==> config.mk <==
export PLATFORM = sky130hd
export DESIGN_NAME = mem_access_unit
export DESIGN_NICKNAME = d
export VERILOG_FILES = /design/src/rtl/mips_mc_pkg.sv /design/src/rtl/wait_counter.sv /design/src/rtl/mem_access_unit.sv
export SDC_FILE = /design/constraint.sdc
export NUM_CORES = 1
export LEC_CHECK = 0
export CAP_MARGIN = 20
export CORE_ASPECT_RATIO = 0.75
export CORE_MARGIN = 2
export CORE_UTILIZATION = 33
export DETAILED_ROUTE_END_ITERATION = 8
export GPL_TIMING_DRIVEN = 0
export HOLD_SLACK_MARGIN = 0.15
export PLACE_DENSITY = 0.74
export SKIP_CTS_REPAIR_TIMING = 1
export SLEW_MARGIN = 10
export SYNTH_ARGS = -nofsm -noshare
export SYNTH_HDL_FRONTEND = slang
export SYNTH_SLANG_ARGS = --single-unit
==> constraint.sdc <==
create_clock -name clk -period 3.2 [get_ports clk]
set_clock_uncertainty 0.15 [all_clocks]
set_input_delay 0.64 -clock clk [delete_from_list [all_inputs] [get_ports clk]]
set_output_delay 0.64 -clock clk [all_outputs]
set_load 0.05 [all_outputs]
==> src/rtl/mips_mc_pkg.sv <==
// Shared definitions for the multicycle MIPS controller and its memory access unit.
package mips_mc_pkg;

    typedef enum logic [1:0] {
        ST_IDLE  = 2'b00,
        ST_BUSY  = 2'b01,
        ST_DONE  = 2'b10,
        ST_FAULT = 2'b11
    } mau_state_t;

    typedef enum logic [1:0] {
        ERR_NONE     = 2'b00,
        ERR_MISALIGN = 2'b01,
        ERR_TIMEOUT  = 2'b10,
        ERR_CONFLICT = 2'b11
    } err_code_t;

    localparam int TIMEOUT_DEFAULT = 255;

    // Opcode field values decoded by the main controller.
    localparam logic [5:0] OP_RTYPE = 6'h00;
    localparam logic [5:0] OP_J     = 6'h02;
    localparam logic [5:0] OP_BEQ   = 6'h04;
    localparam logic [5:0] OP_ADDI  = 6'h08;
    localparam logic [5:0] OP_LW    = 6'h23;
    localparam logic [5:0] OP_SW    = 6'h2B;

    function automatic logic is_word_aligned(input logic [31:0] addr);
        return addr[1:0] == 2'b00;
    endfunction

endpackage

==> src/rtl/wait_counter.sv <==
// Counts BUSY cycles without acknowledge; tc flags the last cycle allowed before a timeout.
module wait_counter #(
    parameter int LIMIT = 255,
    parameter int WIDTH = $clog2(LIMIT + 1)
) (
    input  logic clk,
    input  logic rst,
    input  logic clr,
    input  logic en,
    output logic tc
);

    localparam logic [WIDTH-1:0] LAST = WIDTH'(LIMIT - 1);

    logic [WIDTH-1:0] count;

    // NOTE: sequential state uses non-blocking assignments so every register samples pre-edge values.
    always_ff @(posedge clk) begin
        if (rst) begin
            count <= '0;
        end else if (clr) begin
            count <= '0;
        end else if (en && !tc) begin
            count <= count + WIDTH'(1);
        end
    end

    assign tc = (count == LAST);

endmodule

==> src/rtl/mem_access_unit.sv <==
// Memory access unit: turns controller read/write strobes into a stalled, acknowledged
// memory transaction and captures read data into ir/mdr; faults are sticky until reset.
module mem_access_unit
    import mips_mc_pkg::*;
#(
    parameter int TIMEOUT = TIMEOUT_DEFAULT
) (
    input  logic        clk,
    input  logic        rst,
    input  logic        MemRead,
    input  logic        MemWrite,
    input  logic        IorD,
    input  logic        IRWrite,
    input  logic [31:0] pc,
    input  logic [31:0] alu_out,
    input  logic [31:0] wdata,
    output logic        stall,
    output logic        mem_req,
    output logic        mem_we,
    output logic [31:0] mem_addr,
    output logic [31:0] mem_wdata,
    input  logic [31:0] mem_rdata,
    input  logic        mem_ack,
    output logic [31:0] ir,
    output logic [31:0] mdr,
    output logic        err,
    output logic [1:0]  err_code
);

    mau_state_t  state_q, state_d;
    err_code_t   err_code_q, err_code_d;

    logic [31:0] addr_q, wdata_q;
    logic        we_q, irw_q;
    logic        access;
    logic [31:0] addr;
    logic        start, cnt_en, tc;

    assign access = MemRead | MemWrite;
    assign addr   = IorD ? alu_out : pc;

    wait_counter #(.LIMIT(TIMEOUT)) u_wait_counter (
        .clk (clk),
        .rst (rst),
        .clr (start),
        .en  (cnt_en),
        .tc  (tc)
    );

    always_ff @(posedge clk) begin
        if (rst) state_q <= ST_IDLE;
        else     state_q <= state_d;
    end

    // NOTE: every signal driven here gets a default first, so no path can infer a latch.
    always_comb begin
        state_d    = state_q;
        err_code_d = err_code_q;
        stall      = 1'b0;
        mem_req    = 1'b0;
        mem_we     = 1'b0;
        start      = 1'b0;
        cnt_en     = 1'b0;
        case (state_q)
            ST_IDLE: begin
                stall = access;
                if (MemRead && MemWrite) begin
                    state_d    = ST_FAULT;
                    err_code_d = ERR_CONFLICT;
                end else if (access && !is_word_aligned(addr)) begin
                    state_d    = ST_FAULT;
                    err_code_d = ERR_MISALIGN;
                end else if (access) begin
                    state_d = ST_BUSY;
                    start   = 1'b1;
                end
            end
            ST_BUSY: begin
                stall   = 1'b1;
                mem_req = 1'b1;
                mem_we  = we_q;
                // An acknowledge on the terminal-count cycle still completes the access.
                if (mem_ack) begin
                    state_d = ST_DONE;
                end else if (tc) begin
                    state_d    = ST_FAULT;
                    err_code_d = ERR_TIMEOUT;
                end else begin
                    cnt_en = 1'b1;
                end
            end
            ST_DONE: begin
                state_d = ST_IDLE;
            end
            ST_FAULT: begin
                stall = 1'b1;
            end
            default: begin
                state_d = ST_IDLE;
            end
        endcase
    end

    // NOTE: all datapath registers are reset so a reset mid-access leaves no stale request data.
    always_ff @(posedge clk) begin
        if (rst) begin
            addr_q     <= '0;
            wdata_q    <= '0;
            we_q       <= 1'b0;
            irw_q      <= 1'b0;
            ir         <= '0;
            mdr        <= '0;
            err_code_q <= ERR_NONE;
        end else begin
            if (start) begin
                addr_q  <= addr;
                wdata_q <= wdata;
                we_q    <= MemWrite;
                irw_q   <= IRWrite;
            end
            if (state_q == ST_BUSY && mem_ack && !we_q) begin
                mdr <= mem_rdata;
                if (irw_q) ir <= mem_rdata;
            end
            err_code_q <= err_code_d;
        end
    end

    assign mem_addr  = addr_q;
    assign mem_wdata = wdata_q;
    assign err       = (state_q == ST_FAULT);
    assign err_code  = err_code_q;

endmodule

==> impl_table.tex <==
\begin{tabular}{lr}
\hline
Metric & Value \\
\hline
\multicolumn{2}{l}{\textbf{STA}} \\
\quad Shortest clock period the worst path allows after layout & 2967 ps \\
\quad Actual slew at the worst max-slew pin & 745.7 ps \\
\quad Worst slack on hold paths & 274.5 ps \\
\quad Highest achievable clock rate & 0.3371 GHz \\
\quad Final count of pins violating max slew & 0 \\
\quad Endpoints failing setup & 0 \\
\quad RSZ-0062 raised after global routing & false \\
\quad Relative slew slack & 50.28\% \\
\quad Final period util & 92.71\% \\
\quad Post-route setup TNS & 0 ps \\
\quad Number of endpoints with negative hold slack in the final report & 0 \\
\multicolumn{2}{l}{\textbf{Layout}} \\
\quad Layout-stage area growth over the synthesis result & 64.09\% \\
\quad Multi-input combinational cell area & 0.002484 mm\^{}2 \\
\quad Footprint of the flip-flops and latches & 0.002843 mm\^{}2 \\
\quad Final nets & 1095 \\
\quad Fraction of final layout cells sized beyond drive strength 1 & 6.218\% \\
\quad Filler instances & 1569 \\
\multicolumn{2}{l}{\textbf{Global route}} \\
\quad First-pass GRT wire length & 27610 um \\
\quad Global router's overall resource usage & 19.70\% \\
\quad Sum of overflow across all layers after global routing & 0 \\
\quad Via count of the first global-routing pass & 5351 \\
\quad Largest net degree at the start of global routing & 17 \\
\quad Number of antenna violations at the first check in global routing & 1 \\
\multicolumn{2}{l}{\textbf{Die}} \\
\quad Effective utilization at floorplan & 33.50\% \\
\quad Number of ports placed on the die boundary & 269 \\
\quad Core Footprint & 0.01672 mm\^{}2 \\
\quad Total die area & 0.01805 mm\^{}2 \\
\quad Number of core rows & 41 \\
\quad Vert. Die Dim & 116.8 um \\
\quad Die outline width & 154.5 um \\
\multicolumn{2}{l}{\textbf{Synth}} \\
\quad Compound-cell area share of the yosys netlist & 16.39\% \\
\quad Proportion of synthesized chip area in sequential cells & 50.74\% \\
\quad Register bit count reported by yosys & 142 \\
\quad EDFF count, synth & 0 \\
\quad Dominant combinational cell family by area after synthesis & simple AND/OR/NAND/NOR gates \\
\quad Adder-cell share of the synthesized area & 1.787\% \\
\quad Xor and xnor area share after synthesis & 0.9379\% \\
\quad Number of distinct library cells after synthesis & 45 \\
\quad Average footprint of a synthesized cell & 8.400 um\^{}2 \\
\quad Cells after Synth & 667 \\
\quad Commonest cells post-synth & 200 x sky130\_fd\_sc\_hd\_\_nand2\_1, 142 x sky130\_fd\_sc\_hd\_\_dfxtp\_1, 106 x sky130\_fd\_sc\_hd\_\_a21oi\_1 \\
\quad Share of the synthesized area in the top cell type & 50.74\% \\
\quad Yosys Warn Count & 0 \\
\quad Number of nets in the synthesized netlist & 810 \\
\quad Syn Std Cell Area & 0.005603 mm\^{}2 \\
\quad Simple-gate area share of the yosys netlist & 19.67\% \\
\quad Top cell type by total area after synthesis & sky130\_fd\_sc\_hd\_\_dfxtp\_1 \\
\quad Top post-synthesis cells by area & sky130\_fd\_sc\_hd\_\_dfxtp\_1 51\%, sky130\_fd\_sc\_hd\_\_nand2\_1 13\%, sky130\_fd\_sc\_hd\_\_a21oi\_1 9.5\% \\
\quad Share of async-settable or async-resettable flops after synthesis & 0\% \\
\quad Proportion of synthesized area in mux cells & 5.538\% \\
\quad Flip-flop cell with the highest count after synthesis & sky130\_fd\_sc\_hd\_\_dfxtp\_1 \\
\quad Most common cell in the netlist & sky130\_fd\_sc\_hd\_\_nand2\_1 \\
\multicolumn{2}{l}{\textbf{Setup path}} \\
\quad Kind of end point of the critical path & output port \\
\quad Worst path required time & 2410 ps \\
\quad Max FO, Critical Path & 10 \\
\quad Sort of element at the start of the critical path & register \\
\quad Arrival time at the worst endpoint & 2180 ps \\
\quad Crit Path Class & reg2out \\
\multicolumn{2}{l}{\textbf{Run}} \\
\quad Reported max-cap violation count & 0 \\
\multicolumn{2}{l}{\textbf{Pwr}} \\
\quad P\_leak & 3.256 nW \\
\quad Power per unit of standard cell area & 655.9 mW/mm\^{}2 \\
\quad Total power after layout & 6.030 mW \\
\quad Max IR drop VDD & 0.0002823 V \\
\multicolumn{2}{l}{\textbf{Place}} \\
\quad Final GP Congestion & 0.8046 \\
\quad Detailed placer's ending HPWL & 13650 um \\
\quad Number of input and output port buffers inserted & 266 \\
\multicolumn{2}{l}{\textbf{Clock tree}} \\
\quad Total number of H-tree levels & 4 \\
\quad Number of buffers added by the clock tree synthesis step & 17 \\
\quad Post-CTS clock slew at the launch and capture registers of the worst setup and hold paths & 60 ps \\
\quad CTS tree & done \\
\quad Clock root buffer & sky130\_fd\_sc\_hd\_\_clkbuf\_16 \\
\quad Clock Tree Buf Depth & 2 \\
\quad Worst-Skew Late Latency & 410 ps \\
\quad CTS Sinks & 142 \\
\multicolumn{2}{l}{\textbf{Routing}} \\
\quad DRC violation count after routing & 0 \\
\quad Total wire length after detailed routing & 18050 um \\
\quad Initial DRT Pass Iterations & 4 \\
\quad Number of nets with antenna violations after routing & 0 \\
\quad Average detailed-routed wire length per instance & 15.28 um \\
\quad Drt initial violations & 337 \\
\quad Per-cell via count in the routed design & 4.721 \\
\quad Count of vias placed by the detailed router & 5576 \\
\multicolumn{2}{l}{\textbf{Status}} \\
\quad Result of the run & complete, no violations \\
\multicolumn{2}{l}{\textbf{Hold path}} \\
\quad Worst hold path class & reg2reg \\
\hline
\end{tabular}
[area by class of cell]
cell class / instances / share of cell area (%)
Clock inverter: 12 / 2.259
Inverter: 7 / 0.2858
Multi-Input combinational cell: 469 / 27.01
Clock buffer: 20 / 4.858
Antenna cell: 1 / 0.02722
Tap cell: 215 / 2.926
Buffer: 49 / 2.722
Sequential cell: 142 / 30.92
Timing Repair Buffer: 266 / 28.99
[registers in the layout, indices dropped and copies added (netlist names)]
register,count
ir,32
mdr,32
mem_addr,32
mem_wdata,32
u_wait_counter.count,8
err_code,2
state_q,2
irw_q,1
we_q,1
[per-layer routing]
metal	vias up	GRT usage (%)	part of all wire [%]
met5	-	0	0
met2	206	33.75	48
li1	2816	-	-
met3	16	8.174	9.2
met4	0	5.309	1.0
met1	2538	23.11	42
[kinds of logic after synthesis]
logic type               Yosys count
flip-flops                       142
XOR/XNOR                           6
buffers and inverters             56
multiplexers                      31
AND/OR/NAND/NOR                  269
AO/OA/AOI/OAI                    155
adder cells (fa/ha/maj)            8
[worst paths after layout]
| check | from | to | slack (ps) | depth (start not counted) |
|---|---|---|---|---|
| max | state_q[1] | mem_we | 230 | 5 |
| min | mem_addr[1] | mem_addr[1] | 270 | 2 |
| max reg2reg | state_q[1] | ir[28] | 930 | 9 |
| min reg2reg | mem_addr[1] | mem_addr[1] | 270 | 2 |
[report_power, final]
part	switching, mW	internal (mW)	total (mW)
Clock	0.794	1.41	2.21
Combinational	1.13	0.668	1.80
Sequential	0.0994	1.93	2.03
[cell usage in the layout (no fill, tap or decap), types with 2 or more instances in the layout]
master	Yosys	routed
sky130_fd_sc_hd__clkdlybuf4s50_1	0	265
sky130_fd_sc_hd__nand4_1	2	2
sky130_fd_sc_hd__buf_4	5	5
sky130_fd_sc_hd__ha_1	8	8
sky130_fd_sc_hd__buf_2	14	14
sky130_fd_sc_hd__and2_1	2	2
sky130_fd_sc_hd__dfxtp_1	142	142
sky130_fd_sc_hd__nand3_1	4	4
sky130_fd_sc_hd__o31ai_1	2	2
sky130_fd_sc_hd__o21ai_0	4	4
sky130_fd_sc_hd__xor2_1	3	3
sky130_fd_sc_hd__mux2i_1	31	31
sky130_fd_sc_hd__nand2_1	200	200
sky130_fd_sc_hd__a211oi_1	33	33
sky130_fd_sc_hd__clkbuf_16	0	17
sky130_fd_sc_hd__a21oi_1	106	106
sky130_fd_sc_hd__bufinv_16	0	5
sky130_fd_sc_hd__inv_1	7	7
sky130_fd_sc_hd__clkinvlp_4	0	3
sky130_fd_sc_hd__nor3b_1	2	2
sky130_fd_sc_hd__xnor2_1	3	3
sky130_fd_sc_hd__a221oi_2	2	2
sky130_fd_sc_hd__inv_6	0	2
sky130_fd_sc_hd__buf_6	4	4
sky130_fd_sc_hd__clkinv_4	0	2
sky130_fd_sc_hd__nor2_1	41	41
sky130_fd_sc_hd__nand2b_1	3	3
sky130_fd_sc_hd__nor3_1	2	2
sky130_fd_sc_hd__clkbuf_1	25	27
[worst max-delay path, cell delays in order, from the launching register on]
cell and delay, ps:
sky130_fd_sc_hd__dfxtp_1 360, sky130_fd_sc_hd__inv_1 90, sky130_fd_sc_hd__ha_1 180, sky130_fd_sc_hd__buf_4 170
sky130_fd_sc_hd__and2_1 150, sky130_fd_sc_hd__clkdlybuf4s50_1 810
[stage by stage]
step	instances	worst slack (ps)	utilization (%)	cell area, um^2
final	1181	233.3	54.98	9194
after global routing	1181	128.7	54.98	9194
after CTS	1180	-124.2	54.95	9189
after detailed placement	1148	-1.196	51.03	8534
after global placement	1148	-7.790	51.03	8534
after floorplan	667	455.7	-	5603
No activity file was read; power rests on OpenSTA's default activity.
